File: src/rtl/j1_uart_tx_arbiter_if.sv
// Requester-side and UART-side signals of the J1 UART TX arbiter.
// The slave modport is the arbiter; the master modport is the requesters plus the UART engine.
interface j1_uart_tx_arbiter_if;
  logic [1:0]  req_valid_i;
  logic [15:0] req_data_i;
  logic [1:0]  req_last_i;
  logic [1:0]  req_ready_o;
  logic        tx_start_o;
  logic [7:0]  tx_data_o;
  logic        tx_busy_i;
  logic [1:0]  grant_o;
  logic        active_o;
  logic        drop_o;
  logic        abort_o;

  modport slave (
    input  req_valid_i, req_data_i, req_last_i, tx_busy_i,
    output req_ready_o, tx_start_o, tx_data_o, grant_o, active_o, drop_o, abort_o
  );

  modport master (
    output req_valid_i, req_data_i, req_last_i, tx_busy_i,
    input  req_ready_o, tx_start_o, tx_data_o, grant_o, active_o, drop_o, abort_o
  );
endinterface

File: src/rtl/j1_uart_tx_arbiter.sv
// Round-robin, packet-locking arbiter sharing one UART TX engine between two byte sources.
// Optional forced release of a stalled packet: define J1_UART_ARB_TIMEOUT_EN.
module j1_uart_tx_arbiter #(
  parameter int BUSY_WAIT_MAX  = 15,
  parameter int TIMEOUT_CYCLES = 1024
) (
  input logic                 sys_clk_i,
  input logic                 sys_rst_i,
  j1_uart_tx_arbiter_if.slave bus
);

  typedef enum logic [2:0] {
    S_IDLE,
    S_START,
    S_WAIT_RISE,
    S_WAIT_FALL,
    S_HOLD
  } state_e;

  state_e     state_q, state_d;
  logic       owner_q, owner_d;
  logic [1:0] grant_q, grant_d;
  logic       rr_ptr_q, rr_ptr_d;
  logic       last_q, last_d;
  logic [7:0] tx_data_q, tx_data_d;
  logic [7:0] wait_cnt_q, wait_cnt_d;
  logic [1:0] ready;
  logic       win;
  logic       done;
  logic       drop;
  logic       abort;

`ifdef J1_UART_ARB_TIMEOUT_EN
  localparam int TMO_W = $clog2(TIMEOUT_CYCLES + 1);
  logic [TMO_W-1:0] hold_cnt_q, hold_cnt_d;
`endif

  function automatic logic [7:0] sel_byte(input logic [15:0] data, input logic idx);
    return idx ? data[15:8] : data[7:0];
  endfunction

  // A lone requester always wins; a tie goes to the round-robin pointer.
  always_comb begin
    unique case (bus.req_valid_i)
      2'b01:   win = 1'b0;
      2'b10:   win = 1'b1;
      default: win = rr_ptr_q;
    endcase
  end

  always_comb begin
    state_d    = state_q;
    owner_d    = owner_q;
    grant_d    = grant_q;
    rr_ptr_d   = rr_ptr_q;
    last_d     = last_q;
    tx_data_d  = tx_data_q;
    wait_cnt_d = wait_cnt_q;
    ready      = 2'b00;
    done       = 1'b0;
    drop       = 1'b0;
    abort      = 1'b0;
`ifdef J1_UART_ARB_TIMEOUT_EN
    hold_cnt_d = hold_cnt_q;
`endif

    unique case (state_q)
      S_IDLE: begin
        if (|bus.req_valid_i) begin
          ready[win] = 1'b1;
          owner_d    = win;
          grant_d    = win ? 2'b10 : 2'b01;
          tx_data_d  = sel_byte(bus.req_data_i, win);
          last_d     = bus.req_last_i[win];
          state_d    = S_START;
        end
      end
      S_START: begin
        wait_cnt_d = 8'd0;
        state_d    = S_WAIT_RISE;
      end
      S_WAIT_RISE: begin
        if (bus.tx_busy_i) begin
          state_d = S_WAIT_FALL;
        end else if (wait_cnt_q == 8'(BUSY_WAIT_MAX)) begin
          drop = 1'b1;
          done = 1'b1;
        end else begin
          wait_cnt_d = wait_cnt_q + 8'd1;
        end
      end
      S_WAIT_FALL: begin
        done = ~bus.tx_busy_i;
      end
      S_HOLD: begin
        // Packet lock: only the owner can be served until its last byte completes.
        if (bus.req_valid_i[owner_q]) begin
          ready[owner_q] = 1'b1;
          tx_data_d      = sel_byte(bus.req_data_i, owner_q);
          last_d         = bus.req_last_i[owner_q];
          state_d        = S_START;
`ifdef J1_UART_ARB_TIMEOUT_EN
          hold_cnt_d     = '0;
        end else if (hold_cnt_q == TMO_W'(TIMEOUT_CYCLES - 1)) begin
          abort = 1'b1;
        end else begin
          hold_cnt_d = hold_cnt_q + 1'b1;
`endif
        end
      end
      default: state_d = S_IDLE;
    endcase

    if (done) begin
      if (last_q) begin
        grant_d  = 2'b00;
        rr_ptr_d = ~owner_q;
        state_d  = S_IDLE;
      end else begin
        state_d  = S_HOLD;
`ifdef J1_UART_ARB_TIMEOUT_EN
        hold_cnt_d = '0;
`endif
      end
    end

    if (abort) begin
      grant_d  = 2'b00;
      rr_ptr_d = ~owner_q;
      state_d  = S_IDLE;
    end
  end

  always_ff @(posedge sys_clk_i or negedge sys_rst_i) begin
    if (!sys_rst_i) begin
      state_q    <= S_IDLE;
      owner_q    <= 1'b0;
      grant_q    <= 2'b00;
      rr_ptr_q   <= 1'b0;
      last_q     <= 1'b0;
      tx_data_q  <= 8'd0;
      wait_cnt_q <= 8'd0;
    end else begin
      state_q    <= state_d;
      owner_q    <= owner_d;
      grant_q    <= grant_d;
      rr_ptr_q   <= rr_ptr_d;
      last_q     <= last_d;
      tx_data_q  <= tx_data_d;
      wait_cnt_q <= wait_cnt_d;
    end
  end

`ifdef J1_UART_ARB_TIMEOUT_EN
  always_ff @(posedge sys_clk_i or negedge sys_rst_i) begin
    if (!sys_rst_i) begin
      hold_cnt_q <= '0;
    end else begin
      hold_cnt_q <= hold_cnt_d;
    end
  end
  assign bus.abort_o = abort;
`else
  assign bus.abort_o = 1'b0;
`endif

  // Ready is combinational from valid, so it is masked while reset holds everything quiet.
  assign bus.req_ready_o = ready & {2{sys_rst_i}};
  assign bus.tx_start_o  = (state_q == S_START);
  assign bus.tx_data_o   = tx_data_q;
  assign bus.grant_o     = grant_q;
  assign bus.active_o    = |grant_q;
  assign bus.drop_o      = drop;

endmodule

File: src/flat_wrapper.sv
// flat-port wrapper written by rule: the top's interface ports become plain ports
module j1_uart_tx_arbiter_flat 
#(
  parameter int BUSY_WAIT_MAX  = 15,
  parameter int TIMEOUT_CYCLES = 1024
)
  (sys_clk_i, sys_rst_i, bus_req_valid_i, bus_req_data_i, bus_req_last_i, bus_tx_busy_i, bus_req_ready_o, bus_tx_start_o, bus_tx_data_o, bus_grant_o, bus_active_o, bus_drop_o, bus_abort_o);
  j1_uart_tx_arbiter_if bus_i ();
  input logic sys_clk_i;
  input logic sys_rst_i;
  input wire logic [$bits(bus_i.req_valid_i)-1:0] bus_req_valid_i;
  input wire logic [$bits(bus_i.req_data_i)-1:0] bus_req_data_i;
  input wire logic [$bits(bus_i.req_last_i)-1:0] bus_req_last_i;
  input wire logic [$bits(bus_i.tx_busy_i)-1:0] bus_tx_busy_i;
  output wire logic [$bits(bus_i.req_ready_o)-1:0] bus_req_ready_o;
  output wire logic [$bits(bus_i.tx_start_o)-1:0] bus_tx_start_o;
  output wire logic [$bits(bus_i.tx_data_o)-1:0] bus_tx_data_o;
  output wire logic [$bits(bus_i.grant_o)-1:0] bus_grant_o;
  output wire logic [$bits(bus_i.active_o)-1:0] bus_active_o;
  output wire logic [$bits(bus_i.drop_o)-1:0] bus_drop_o;
  output wire logic [$bits(bus_i.abort_o)-1:0] bus_abort_o;
  assign bus_i.req_valid_i = bus_req_valid_i;
  assign bus_i.req_data_i = bus_req_data_i;
  assign bus_i.req_last_i = bus_req_last_i;
  assign bus_i.tx_busy_i = bus_tx_busy_i;
  assign bus_req_ready_o = bus_i.req_ready_o;
  assign bus_tx_start_o = bus_i.tx_start_o;
  assign bus_tx_data_o = bus_i.tx_data_o;
  assign bus_grant_o = bus_i.grant_o;
  assign bus_active_o = bus_i.active_o;
  assign bus_drop_o = bus_i.drop_o;
  assign bus_abort_o = bus_i.abort_o;
  j1_uart_tx_arbiter #(.BUSY_WAIT_MAX(BUSY_WAIT_MAX), .TIMEOUT_CYCLES(TIMEOUT_CYCLES)) u_core (.sys_clk_i(sys_clk_i), .sys_rst_i(sys_rst_i), .bus(bus_i));
endmodule
File: config.mk
export PLATFORM = sky130hd
export DESIGN_NAME = j1_uart_tx_arbiter_flat
export DESIGN_NICKNAME = d
export VERILOG_FILES = /design/src/rtl/j1_uart_tx_arbiter_if.sv /design/src/rtl/j1_uart_tx_arbiter.sv /design/src/flat_wrapper.sv
export SDC_FILE = /design/constraint.sdc
export NUM_CORES = 1
export LEC_CHECK = 0
export BUFFER_PORTS_ARGS = -buffer_cell sky130_fd_sc_hd__buf_2
export CELL_PAD_IN_SITES_DETAIL_PLACEMENT = 0
export CELL_PAD_IN_SITES_GLOBAL_PLACEMENT = 1
export CORE_AREA = 2 2 95 51
export DETAILED_ROUTE_END_ITERATION = 7
export DIE_AREA = 0 0 97 53
export GPL_TIMING_DRIVEN = 1
export HOLD_SLACK_MARGIN = 0.08
export PLACE_DENSITY_LB_ADDON = 0.15
export SLEW_MARGIN = 30
export SYNTH_ARGS = -nofsm -noshare
export SYNTH_HDL_FRONTEND = slang
export SYNTH_SLANG_ARGS = --single-unit
File: constraint.sdc
create_clock -name sys_clk_i -period 4.9 [get_ports sys_clk_i]
set_clock_uncertainty 0.1 [all_clocks]
set_input_delay 0.49 -clock sys_clk_i [delete_from_list [all_inputs] [get_ports sys_clk_i]]
set_output_delay 0.49 -clock sys_clk_i [all_outputs]
set_load 0.005 [all_outputs]
# After elaboration in Yosys (flattened, before gate mapping)
# Cells that the tools add are included.
# totals
wordCells	82
output_inout_bits	16
reg_bits	24
# classes
eq_ne	15
mux	40
bitwise	3
n_lt_le_gt_ge	4
n_addsub	1
n_reduce_logical	12
# op_table
operator	n
8-bit 2-to-1 mux	6
8-bit case mux with 2 select lines	2
3-bit 2-to-1 mux	5
3-bit case mux with 5 select lines	1
2-bit 2-to-1 mux	7
1-bit 2-to-1 mux	13
8-bit by 1-bit adder with 8-bit output, second input constant	1
8-bit by 4-bit == test with 1-bit output, second input constant	1
3-bit by 2-bit == test with 1-bit output, second input constant	2
2-bit by 1-bit != test with 1-bit output, second input constant	3
3-bit by 1-bit != test with 1-bit output, second input constant	2
1-bit case mux with 2 select lines	3
3-bit AND reduction	2
1-bit by 2-bit less-than comparator with 1-bit output, second input constant	2
2-bit != test, second input constant	2
2-bit case mux with 2 select lines	1
2-bit AND reduction	2
4-bit AND reduction	1
2-bit nonzero test	2
2-bit OR reduction	2
3-bit by 1-bit == test with 1-bit output, second input constant	1
3-bit == test, second input constant	1
3-bit zero test	1
3-bit by 2-bit != test with 1-bit output, second input constant	1
7 further kinds	11

# Logic depth before layout (Yosys ltp)
# depth
word_depth	9
depth_mapped	7

# Least setup slack after synthesis
# OpenSTA, ideal clock, no wires.
# synth_timing
path_type	input -> register
from	input port bus_req_valid_i[0]
to	register u_core.tx_data_q[0] (netlist: u_core.bus.tx_data_o[0])
setup_slack_ps	2959
t_arrival_ps	1716
path_buffers	1
required_time_ps	4674
path_stages	6
setup_ps	126
cell_sequence	inv_1 -> ha_1 -> nor2b_1 -> a2111oi_4 -> buf_2 -> a21oi_1
# synth_between
elab_chain_len	5
word_cells_on_any_way	12
# synth_lines
element	line_no	source
start, declared	flat_wrapper.sv:11	input wire logic [$bits(bus_i.req_valid_i)-1:0] bus_req_valid_i;
2-bit == test or 2-bit by 1-bit == test with 1-bit output (tied branches)	j1_uart_tx_arbiter.sv:44	unique case (bus.req_valid_i)
1-bit case mux with 2 select lines	j1_uart_tx_arbiter.sv:44	
8-bit 2-to-1 mux	j1_uart_tx_arbiter.sv:39	return idx ? data[15:8] : data[7:0];
8-bit 2-to-1 mux	j1_uart_tx_arbiter.sv:69	if (|bus.req_valid_i) begin
8-bit case mux with 2 select lines	j1_uart_tx_arbiter.sv:67	unique case (state_q)
end signal, assigned	j1_uart_tx_arbiter.sv:149	tx_data_q <= tx_data_d;
end, declared	j1_uart_tx_arbiter.sv:25	logic [7:0] tx_data_q, tx_data_d;
# Parallel ways exist; a longest one is shown, timed or not. The select of a mux whose other input is x is not followed.
# A chain may end at the register's enable or synchronous reset.

# Final worst setup path
# layout_timing
from	register u_core.state_q[2]
to	output port bus_tx_start_o
# layout_between
elab_chain_len	1
# layout_lines
element	line_no	source
start, declared	j1_uart_tx_arbiter.sv:20	state_e state_q, state_d;
start signal, assigned	j1_uart_tx_arbiter.sv:144	state_q <= state_d;
3-bit by 1-bit == test with 1-bit output	j1_uart_tx_arbiter.sv:169	assign bus.tx_start_o = (state_q == S_START);
end, declared	flat_wrapper.sv:16	output wire logic [$bits(bus_i.tx_start_o)-1:0] bus_tx_start_o;
# Every way passes these cells.

==> run summary <==
* **number of failing setup endpoints in the final timing report** 0
* **depth of the worst register-to-register path** 4
* **Switching Fraction** 38.53%
* **share of power burned in the clock network** 17.2%
* **maximum fanout along the worst path** 11
* **highest attainable clock frequency** 437.0 MHz
* **number of remaining DRC errors** 0
* **main combinational cell family by area after synthesis** simple AND/OR/NAND/NOR gates
* **total net switching power** 310.6 uW
* **area growth from synthesis to final layout** 21.56%
* **worst-margin pin slew** 587.7 ps
* **Int Pwr** 495.4 uW
* **kind of start point of the critical path** flip-flop
* **multiplexer area fraction after synthesis** 12.93%
* **buffer depth of the longest clock path** 2
* **Period Utilization, post-route** 46.70%
* **CTS root buf** clkbuf_8
* **adder-cell area share of the yosys netlist** 2.812%
* **final hold violation count** 0
* **global-route total usage across every layer** 12.18%
* **total die area** 5141 um2
* **# Post-CTS Setup Buffers** 0
* **most heavily used metal layer in global routing** met1
* **number of distinct standard cells referenced by the synthesized netlist** 35
* **Period minus WS final** 2288 ps
* **leakage power figure** 0.8176 nW
* **count of boundary I/O pins** 39
* **net count after synthesis** 156
* **wire length of the first global-routing pass** 4.809 mm
* **die height** 53 um
* **Die Wd** 97 um
* **CTS clock-pin slew for the worst setup and hold paths** 90 ps
* **Setup CP Type** flip-flop to output port
* **Power per Cell Area** 496.7 nW/um2
* **master of the slowest instance on the critical path** or3b_1
* **Max-slew headroom** 60.82%
* **HPWL after detailed placement** 2.201 mm
* **leading register cell type out of synthesis** dfrtp_1
* **CP Cell Sequence** or3b_1 > inv_1 > buf_2
* **antenna viol nets, final** 0
* **met1 usage in global routing** 17.38%
* **Simple-Gate Fraction of Synth Area** 20.24%
* **Setup TNS** 0 ps
* **Port Buffer Count** 37
* **count of filler cells inserted in the layout** 441
* **combinational fraction of design power** 40.8%
* **number of design-rule violations left by the first detailed-router iteration** 49
* **ys async rst share** 100.0%
* **internal reg-to-reg setup slack** 2890 ps
* **post-synthesis area per instance** 10.27 um2
* **total power after layout** 806.0 uW
* **total grt overflow** 0
* **number of cell rows** 17
* **starting density of the core** 31.23%
* **worst-case vdd ir drop** 0.1475 mV
* **stages on the worst setup path** 3
* **WL per Instance** 13.03 um
* **number of clock buffers inserted by TritonCTS** 3
* **number of buffer and inverter instances along the worst setup path** 2
* **result of the run** finished clean
* **clock network latency to the later pin of the worst-skew pair** 270 ps
* **area of the mapped netlist** 1335 um2
* **CTS tree** done
* **count of warnings emitted by yosys** 0
* **pins over their slew limit** 0
* **post-synthesis share of cell area spent on xor and xnor gates** 1.312%
* **area of the core** 4275 um2
* **data required time of the critical path** 4310 ps
* **Post-Route WL** 2.918 mm
* **number of antenna violations at the first check in global routing** 0
* **drt via density** 4.616
* **routed via count** 1034
* **number of sinks on the clock net** 24
* **EDFF count, synth** 0
* **net total in the final layout** 194
* **GPL Wtd Cong** 0.8311
* **Top Family by Delay on Critical Path** simple AND/OR/NAND/NOR gates
* **largest stage delay on the critical path** 540 ps
* **area fraction in compound gates after synthesis** 13.68%
* **source of the critical timing path** u_core.state_q[2]$_DFFE_PN0P_
* **number of global-route vias before repair** 984
* **launch point of the worst reg-to-reg path** u_core.wait_cnt_q[4]$_DFFE_PN0P_
* **count of H-tree levels built during CTS** 1
* **category of the worst setup path capture point** output port
* **post-cts hold buffer count** 0
* **worst reg2reg path endpoint** u_core.rr_ptr_q$_DFFE_PN0P_
* **sequential power share** 42.0%
* **type of the worst min-delay path** input pin to async pin
* **post-layout instance count excluding filler cells** 224
* **number of storage elements in the synthesis netlist** 24
* **fraction of layout cells with a size suffix above 1** 30.54%
* **drt first pass iters** 4
* **Seq/Total Area, Yosys** 44.99%
* **capturing element of the worst setup path** bus_tx_start_o
* **number of maximum-capacitance violations** 0
* **post-placement cell count** 219
* **cts repair resizes** 0
* **unrepaired setup endpoints after global routing** false
* **Synth Instances** 130
* **largest net degree at the start of global routing** 26
* **M3 GR Usage** 4.359%
* **Inserted Diodes** 0
* **minimum hold slack** 110.4 ps
* **met2 track demand over resource** 17.13%
* **WP data arrival** 1700 ps
synthesized netlist by cell type, types with 2 or more instances:
cell / number / area (um2)
ha_1: 3 / 37.54
and3_1: 3 / 18.77
nand2b_1: 2 / 12.51
nand2_1: 9 / 33.78
dfrtp_1: 24 / 600.6
nand3_1: 3 / 15.01
a21oi_2: 2 / 17.52
a31oi_1: 2 / 12.51
xnor2_1: 2 / 17.52
buf_4: 3 / 22.52
nor3b_1: 2 / 15.01
nor2_1: 21 / 78.83
nor3_1: 2 / 10.01
mux2i_1: 15 / 150.1
a21oi_1: 13 / 65.06
inv_1: 5 / 18.77
power by group through the flow:
stage	Clock, mW	Sequential, mW	Combinational (mW)
3_5_place_dp	0	0.341	0.330
2_1_floorplan	0	0.329	0.230
5_1_grt	0.153	0.352	0.382
3_3_place_gp	0	0.341	0.324
6_report	0.138	0.339	0.329
4_1_cts	0.143	0.340	0.329
cell families (layout without fill, tap and decap cells):
kind of cell               after synthesis  in the layout
muxes                                   17             17
xor gates and xnor gates                 2              2
other                                    1              1
and+or+nand+nor                         49             49
adders and majority gates                3              3
AOI/OAI and AO/OA                       24             24
buffers and inverters                   10             47
DFF                                     24             24
final cells by class:
type                            count  area, um2  share of cell area, %
Multi-Input combinational cell     96      684.4                  42.17
Sequential cell                    24      600.6                  37.01
Timing Repair Buffer               38      192.7                  11.87
Tap cell                           57      71.32                  4.395
Clock buffer                        4      55.05                  3.392
Inverter                            5      18.77                  1.157
worst min path at each step:
stage,end,slack (ps),depth (start not counted)
global route,u_core.wait_cnt_q[6]$_DFFE_PN0P_,140,1
global placement,u_core.rr_ptr_q$_DFFE_PN0P_,380,1
floorplan,u_core.bus.grant_o[0]$_DFF_PN0_,90,0
detailed placement,u_core.rr_ptr_q$_DFFE_PN0P_,400,1
CTS,u_core.wait_cnt_q[6]$_DFFE_PN0P_,130,1
finish,u_core.wait_cnt_q[6]$_DFFE_PN0P_,110,1
per-layer routing:
| metal | vias to the layer above | part of all wire (%) |
|---|---|---|
| li1 | 529 | - |
| met1 | 474 | 54 |
| met2 | 29 | 39 |
| met3 | 2 | 5.6 |
| met4 | 0 | 1.0 |
| met5 | - | 0 |
flip-flops by register name (all words and copies together) (netlist names):
name,count
u_core.state_q,3
u_core.wait_cnt_q,8
u_core.owner_q,1
u_core.rr_ptr_q,1
u_core.last_q,1
u_core.bus.tx_data_o,8
u_core.bus.grant_o,2
placed cells by master (no fill, tap or decap):
cell,synthesis,layout
buf_2,1,37
dfrtp_1,24,24
nor2_1,21,21
mux2i_1,15,15
a21oi_1,13,13
nand2_1,9,9
inv_1,5,5
clkbuf_8,0,4
and3_1,3,3
nand3_1,3,3
ha_1,3,3
a21oi_2,2,2
nand2b_1,2,2
nor3_1,2,2
a31oi_1,2,2
nor3b_1,2,2
xnor2_1,2,2
a32oi_1,1,1
or4b_4,1,1
nor4_4,1,1
nor4b_4,1,1
or3b_1,1,1
or2_2,1,1
nor2b_1,1,1
a2111oi_4,1,1
mux2_2,1,1
mux2_1,1,1
o21bai_1,1,1
o21ai_0,1,1
nand4_1,1,1
a211oi_4,1,1
a22o_1,1,1
a41o_1,1,1
conb_1,1,1
buf_4,3,1
metrics by stage:
| stage | area (um2) | util (%) | setup slack [ps] |
|---|---|---|---|
| global route | 1623 | 37.96 | 2519 |
| finish | 1623 | 37.96 | 2612 |
| detailed placement | 1560 | 36.49 | 2558 |
| global placement | 1560 | 36.49 | 2606 |
| floorplan | 1335 | - | 2959 |
| CTS | 1615 | 37.78 | 2605 |
Note: power is estimated with default switching activity, not from simulation.
